[config.mk]
export PLATFORM = sky130hd
export DESIGN_NAME = spi_cmd_sequencer
export DESIGN_NICKNAME = d
export VERILOG_FILES = /design/src/rtl/spi_cfg_pkg.sv /design/src/rtl/frame_idle_timer.sv /design/src/rtl/spi_cmd_sequencer.sv
export SDC_FILE = /design/constraint.sdc
export NUM_CORES = 1
export LEC_CHECK = 0
export ABC_CLOCK_PERIOD_IN_PS = 2050
export BUFFER_PORTS_ARGS = -buffer_cell sky130_fd_sc_hd__buf_4
export CAP_MARGIN = 25
export CORE_ASPECT_RATIO = 0.75
export CORE_MARGIN = 5
export CORE_UTILIZATION = 32
export DETAILED_ROUTE_END_ITERATION = 6
export PLACE_DENSITY_LB_ADDON = 0.2
export SETUP_SLACK_MARGIN = 0.4
export SLEW_MARGIN = 0
export SYNTH_ARGS = -nofsm -noshare
export SYNTH_HDL_FRONTEND = slang
export SYNTH_SLANG_ARGS = --single-unit
[constraint.sdc]
create_clock -name iclk -period 2.05 [get_ports iclk]
set_input_delay 0.41 -clock iclk [delete_from_list [all_inputs] [get_ports iclk]]
set_output_delay 0.41 -clock iclk [all_outputs]
set_load 0.02 [all_outputs]
[src/rtl/spi_cfg_pkg.sv]
// Shared definitions for SPI-attached configuration slaves.
// Contents: frame sequencer state type, command byte layout, default idle timeout.
package spi_cfg_pkg;

    localparam int unsigned BYTE_W          = 8;
    localparam int unsigned CMD_RD_BIT      = 7;
    localparam int unsigned TIMEOUT_DEFAULT = 16;

    typedef enum logic [2:0] {
        IDLE   = 3'd0,
        WR     = 3'd1,
        RD_REQ = 3'd2,
        RD_CAP = 3'd3,
        RD     = 3'd4
    } state_e;

endpackage

[src/rtl/frame_idle_timer.sv]
// Counts consecutive idle clocks of an open frame and flags expiry.
// Ports:
//   clk_i     clock
//   rst_i     synchronous active-high reset
//   clear_i   restart the idle count (activity seen or no frame open)
//   expire_o  high while the count sits at TIMEOUT-1
module frame_idle_timer #(
    parameter int unsigned TIMEOUT = 16
) (
    input  logic clk_i,
    input  logic rst_i,
    input  logic clear_i,
    output logic expire_o
);

    localparam int unsigned      CNT_W = 8;
    localparam logic [CNT_W-1:0] LAST  = CNT_W'(TIMEOUT - 1);

    logic [CNT_W-1:0] idle_cnt_q, idle_cnt_d;

    // Saturate at the terminal count so an expiry deferred by the owner stays visible.
    always_comb begin
        idle_cnt_d = idle_cnt_q;
        if (clear_i) begin
            idle_cnt_d = '0;
        end else if (idle_cnt_q != LAST) begin
            idle_cnt_d = idle_cnt_q + CNT_W'(1);
        end
    end

    always_ff @(posedge clk_i) begin
        if (rst_i) begin
            idle_cnt_q <= '0;
            expire_o   <= 1'b0;
        end else begin
            idle_cnt_q <= idle_cnt_d;
            expire_o   <= (idle_cnt_d == LAST);
        end
    end

endmodule

[src/rtl/spi_cmd_sequencer.sv]
// Decodes SPI frames (command byte + data/dummy bytes) into register
// write/read strobes with auto-incrementing address, and returns read data
// to the serializer. A frame closes after TIMEOUT idle clocks.
// Ports:
//   iclk, rst                  clock, synchronous active-high reset
//   byte_valid, byte_in        completed byte from the deserializer
//   reg_addr, reg_wdata        register bank address / write data
//   reg_wr_en, reg_rd_en       single-cycle register strobes
//   reg_rdata                  read data, valid one cycle after reg_rd_en
//   tx_byte, tx_valid          byte for the serializer and its load pulse
//   busy                       frame open
//   frame_err                  overrun or empty write frame
module spi_cmd_sequencer
    import spi_cfg_pkg::*;
#(
    parameter int unsigned ADDR_W  = 7,
    parameter int unsigned TIMEOUT = TIMEOUT_DEFAULT
) (
    input  logic              iclk,
    input  logic              rst,
    input  logic              byte_valid,
    input  logic [BYTE_W-1:0] byte_in,
    output logic [ADDR_W-1:0] reg_addr,
    output logic [BYTE_W-1:0] reg_wdata,
    output logic              reg_wr_en,
    output logic              reg_rd_en,
    input  logic [BYTE_W-1:0] reg_rdata,
    output logic [BYTE_W-1:0] tx_byte,
    output logic              tx_valid,
    output logic              busy,
    output logic              frame_err
);

    state_e              state_q, state_d;
    logic [ADDR_W-1:0]   ptr_q, ptr_d;
    logic                has_data_q, has_data_d;
    logic                expire;

    logic [ADDR_W-1:0]   reg_addr_d;
    logic [BYTE_W-1:0]   reg_wdata_d, tx_byte_d;
    logic                reg_wr_en_d, reg_rd_en_d, tx_valid_d, busy_d, frame_err_d;

    frame_idle_timer #(
        .TIMEOUT (TIMEOUT)
    ) u_idle_timer (
        .clk_i    (iclk),
        .rst_i    (rst),
        .clear_i  (byte_valid || (state_q == IDLE)),
        .expire_o (expire)
    );

    // State register.
    always_ff @(posedge iclk) begin
        if (rst) begin
            state_q    <= IDLE;
            ptr_q      <= '0;
            has_data_q <= 1'b0;
        end else begin
            state_q    <= state_d;
            ptr_q      <= ptr_d;
            has_data_q <= has_data_d;
        end
    end

    // Next state. An arriving byte always beats a coinciding timeout; the
    // read request/capture states ignore expiry until RD is reached.
    always_comb begin
        state_d = state_q;
        unique case (state_q)
            IDLE:    if (byte_valid) state_d = byte_in[CMD_RD_BIT] ? RD_REQ : WR;
            WR:      if (!byte_valid && expire) state_d = IDLE;
            RD_REQ:  state_d = RD_CAP;
            RD_CAP:  state_d = RD;
            RD: begin
                if (byte_valid)  state_d = RD_REQ;
                else if (expire) state_d = IDLE;
            end
            default: state_d = IDLE;
        endcase
    end

    // Output and datapath next values.
    always_comb begin
        ptr_d       = ptr_q;
        has_data_d  = has_data_q;
        reg_addr_d  = reg_addr;
        reg_wdata_d = reg_wdata;
        tx_byte_d   = tx_byte;
        reg_wr_en_d = 1'b0;
        reg_rd_en_d = 1'b0;
        tx_valid_d  = 1'b0;
        frame_err_d = 1'b0;
        busy_d      = (state_d != IDLE);

        unique case (state_q)
            IDLE: begin
                if (byte_valid) begin
                    ptr_d      = byte_in[ADDR_W-1:0];
                    has_data_d = 1'b0;
                end
            end
            WR: begin
                if (byte_valid) begin
                    reg_wr_en_d = 1'b1;
                    reg_addr_d  = ptr_q;
                    reg_wdata_d = byte_in;
                    ptr_d       = ptr_q + ADDR_W'(1);
                    has_data_d  = 1'b1;
                end else if (expire && !has_data_q) begin
                    frame_err_d = 1'b1;
                end
            end
            RD_REQ: begin
                if (byte_valid) frame_err_d = 1'b1;
            end
            RD_CAP: begin
                if (byte_valid) frame_err_d = 1'b1;
                tx_byte_d  = reg_rdata;
                tx_valid_d = 1'b1;
                ptr_d      = ptr_q + ADDR_W'(1);
            end
            default: ;
        endcase

        // The read strobe is registered, so it is raised on entry to RD_REQ.
        if (state_d == RD_REQ) begin
            reg_rd_en_d = 1'b1;
            reg_addr_d  = ptr_d;
        end
    end

    // Output registers.
    always_ff @(posedge iclk) begin
        if (rst) begin
            reg_addr  <= '0;
            reg_wdata <= '0;
            reg_wr_en <= 1'b0;
            reg_rd_en <= 1'b0;
            tx_byte   <= '0;
            tx_valid  <= 1'b0;
            busy      <= 1'b0;
            frame_err <= 1'b0;
        end else begin
            reg_addr  <= reg_addr_d;
            reg_wdata <= reg_wdata_d;
            reg_wr_en <= reg_wr_en_d;
            reg_rd_en <= reg_rd_en_d;
            tx_byte   <= tx_byte_d;
            tx_valid  <= tx_valid_d;
            busy      <= busy_d;
            frame_err <= frame_err_d;
        end
    end

endmodule
==> impl_metrics.json <==
{
  "cts_num_sinks": 48,
  "clkLatencyLatePin_ns": 0.31,
  "maxSlewHeadroom_pct": 71.1,
  "ys.flop_type": "dfxtp_1",
  "synthArstFlopShare_pct": 0,
  "power.internal_uw": 1770,
  "synth_top_area_share_pct": 42.2,
  "grt_pass1_vias": 2014,
  "cts_buffers": 5,
  "min_period_ns": 1.57,
  "post-synth-top-area-cell": "dfxtp_1",
  "syn_nets": 306,
  "finalCritPeriodShare_pct": 76.6,
  "ys_warn_count": 0,
  "avgViaCountPerCell": 4.95,
  "core_um2": 6860,
  "path_class": "register to register",
  "area_delta_synth_final_pct": 29.7,
  "rr_worst_depth": 6,
  "synth_area_um2": 2280,
  "die_area_um2": 8930,
  "synth_edf_count": 0,
  "switchingPower_uw": 602,
  "synth_cell_types": 53,
  "min_from": "byte_in[0]",
  "finalHoldViolations": 0,
  "gp_congestion": 0.886,
  "min_to": "reg_wdata[0]",
  "ys_seq_area_share_pct": 42.2,
  "finClkSkew_ns": 0.0101,
  "routedWlPerCell_um": 14.2,
  "clk_pin_slew_ns": 0.09,
  "multi_input_area_um2": 1240,
  "irDropWorstVdd_v": 0.000433,
  "vias": 2139,
  "slew_violations": 0,
  "htree_num_levels": 2,
  "synth_area_leaders": "dfxtp_1 (42%), nand2_1 (8.2%), a21oi_1 (6.8%)",
  "hold_path_class": "primary input to register",
  "synth_cells": 285,
  "nets": 354,
  "initial_core_util_pct": 33.2,
  "worstPathMaxFanout": 4,
  "regToRegSetupSlack_ns": 0.48,
  "maxCapViolCount": 0,
  "finalSetupTns_ns": 0,
  "tightest_slew_ns": 0.433,
  "clkPwrFrac_pct": 39.6,
  "die_x_um": 107,
  "synth-seq-cells": 48,
  "dp_hpwl_um": 4350,
  "cp-end-kind": "register",
  "start_kind": "register",
  "power_frac_comb_pct": 16.6,
  "track_usage_pct": 13.7,
  "drtAntennaViolNets": 0,
  "whs_path_depth": 3,
  "routed_wl_um": 6130,
  "n_antenna_cell": 0,
  "numPortBuffers": 46,
  "cts_tree": "yes",
  "first_pass_iters": 4,
  "p_per_area_nw_per_um2": 800,
  "first_iter_violations": 170,
  "max_freq_mhz": 637,
  "rows": 26,
  "drive_above_1_share_pct": 25.7,
  "grt_pass1_wl_um": 10000,
  "die_y_um": 83.1,
  "required_ns": 2.27,
  "status": "finished clean",
  "cts-hold-fix-buffers": 0,
  "antenna_found_initial": 0,
  "arrival_ns": 1.79,
  "netSwitchingFraction_pct": 25.4,
  "register_area_um2": 970,
  "r2r-start": "ptr_q[1]",
  "rsz0062_at_grt": "true",
  "finalSetupViolCount": 0,
  "finalPower_uw": 2370,
  "io_pins": 47,
  "seq_power_share_pct": 43.8,
  "reg2reg_to": "reg_addr[2]",
  "avgSynthCellArea_um2": 8.00,
  "overflow": 0,
  "p_leak_uw": 0.00116,
  "grt_max_degree": 41,
  "drcViolationCount": 0,
  "cts.path.max_buffers": 2,
  "cts_root_buf": "clkbuf_8",
  "n_fill_cell": 688
}
stage by stage:
stage / std cells / cell area (um2) / utilization (%) / worst slack, ns / hold slack (ns)
after floorplan: 285 / 2280 / - / 0.422 / 0.437
after global placement: 422 / 2740 / 39.8 / 0.298 / 0.443
after detailed placement: 422 / 2740 / 39.8 / 0.294 / 0.450
after CTS: 430 / 2900 / 42.3 / 0.416 / 0.340
after global routing: 432 / 2960 / 43.1 / 0.351 / 0.358
final: 432 / 2960 / 43.1 / 0.479 / 0.346
Yosys cell counts (3+ instances only):
master	number
a21boi_1	4
a21oi_1	31
a31oi_1	5
buf_2	7
buf_4	3
clkbuf_1	5
dfxtp_1	48
inv_1	5
mux2i_1	4
nand2_1	50
nand2b_1	7
nand3_1	14
nor2_1	26
nor3_1	14
o21ai_0	8
or3_1	3
xnor2_1	3
xor2_1	4
per-layer routing:
metal,global-route usage [%],up-vias,part of all wire [%]
met2,19.3,63,42
met3,3.49,10,6.6
met1,20.0,980,49
met4,5.16,0,1.9
li1,-,1086,-
met5,0,-,0
power groups by stage:
stage	Combinational, uW	Clock [uW]	Sequential, uW
floorplan	210	0	1070
global placement	382	0	1060
detailed placement	379	0	1060
CTS	381	957	1040
global route	433	997	1040
finish	393	937	1040
critical path, cell delays in order (launching register included):
cell and delay, ns:
dfxtp_1 0.40, ha_1 0.23, o21ai_1 0.14, xor2_1 0.17, o211ai_1 0.21, nor2_1 0.07, a311oi_1 0.27
flip-flops by register name, indices dropped and copies added, names as in the netlist, 3 cells and up:
register / flops
ptr_q: 7
reg_addr: 7
reg_wdata: 8
state_q: 3
tx_byte: 8
u_idle_timer.idle_cnt_q: 8
kinds of logic after synthesis:
kind of cell | after synthesis | share of synthesized area (%)
mux | 5 | 2.25
flops | 48 | 42.2
fa+ha+maj | 2 | 1.10
simple gates | 135 | 29.2
xor+xnor | 7 | 2.69
buf+inv | 23 | 4.99
compound gates | 65 | 17.6
how the worst max path moves through the flow:
| stage | startpoint | end | cells after the start |
|---|---|---|---|
| 2_1_floorplan | u_idle_timer.idle_cnt_q[0] | u_idle_timer.expire_o | 7 |
| 3_3_place_gp | u_idle_timer.idle_cnt_q[0] | u_idle_timer.expire_o | 6 |
| 3_5_place_dp | state_q[1] | reg_addr[5] | 5 |
| 4_1_cts | ptr_q[1] | reg_addr[2] | 6 |
| 5_1_grt | ptr_q[1] | reg_addr[2] | 6 |
| 6_report | ptr_q[1] | reg_addr[2] | 6 |
repair_timing:
action	4_1_cts	5_1_grt
setup endpoints to repair	11	6
buffers inserted	0	2
gates resized for setup	5	11
placed cells by master (no fill, tap or decap), types with 2 or more instances in the layout:
cell type | Yosys | routed
a21boi_1 | 4 | 4
a21oi_1 | 31 | 31
a2bb2oi_1 | 2 | 2
a31oi_1 | 5 | 5
a32oi_1 | 2 | 2
and3_1 | 2 | 2
buf_4 | 3 | 59
bufinv_16 | 0 | 3
clkbuf_8 | 0 | 5
dfxtp_1 | 48 | 43
dfxtp_2 | 0 | 4
inv_1 | 5 | 5
mux2i_1 | 4 | 4
nand2_1 | 50 | 49
nand2b_1 | 7 | 6
nand3_1 | 14 | 14
nor2_1 | 26 | 26
nor2b_1 | 2 | 2
nor3_1 | 14 | 14
o211ai_1 | 2 | 2
o21ai_0 | 8 | 6
o21ai_1 | 0 | 2
o22ai_1 | 2 | 2
or3_1 | 3 | 3
xnor2_1 | 3 | 3
xor2_1 | 4 | 4
final cells by class:
type	count	share of cell area [%]
multi-input cells	214	42.1
flip-flops and latches	48	32.8
repair buffers	59	15.0
well taps	98	4.15
clock inverters	3	3.05
clock buffers	5	2.33
inverters	5	0.635
Power figures use the tool's default switching activity.
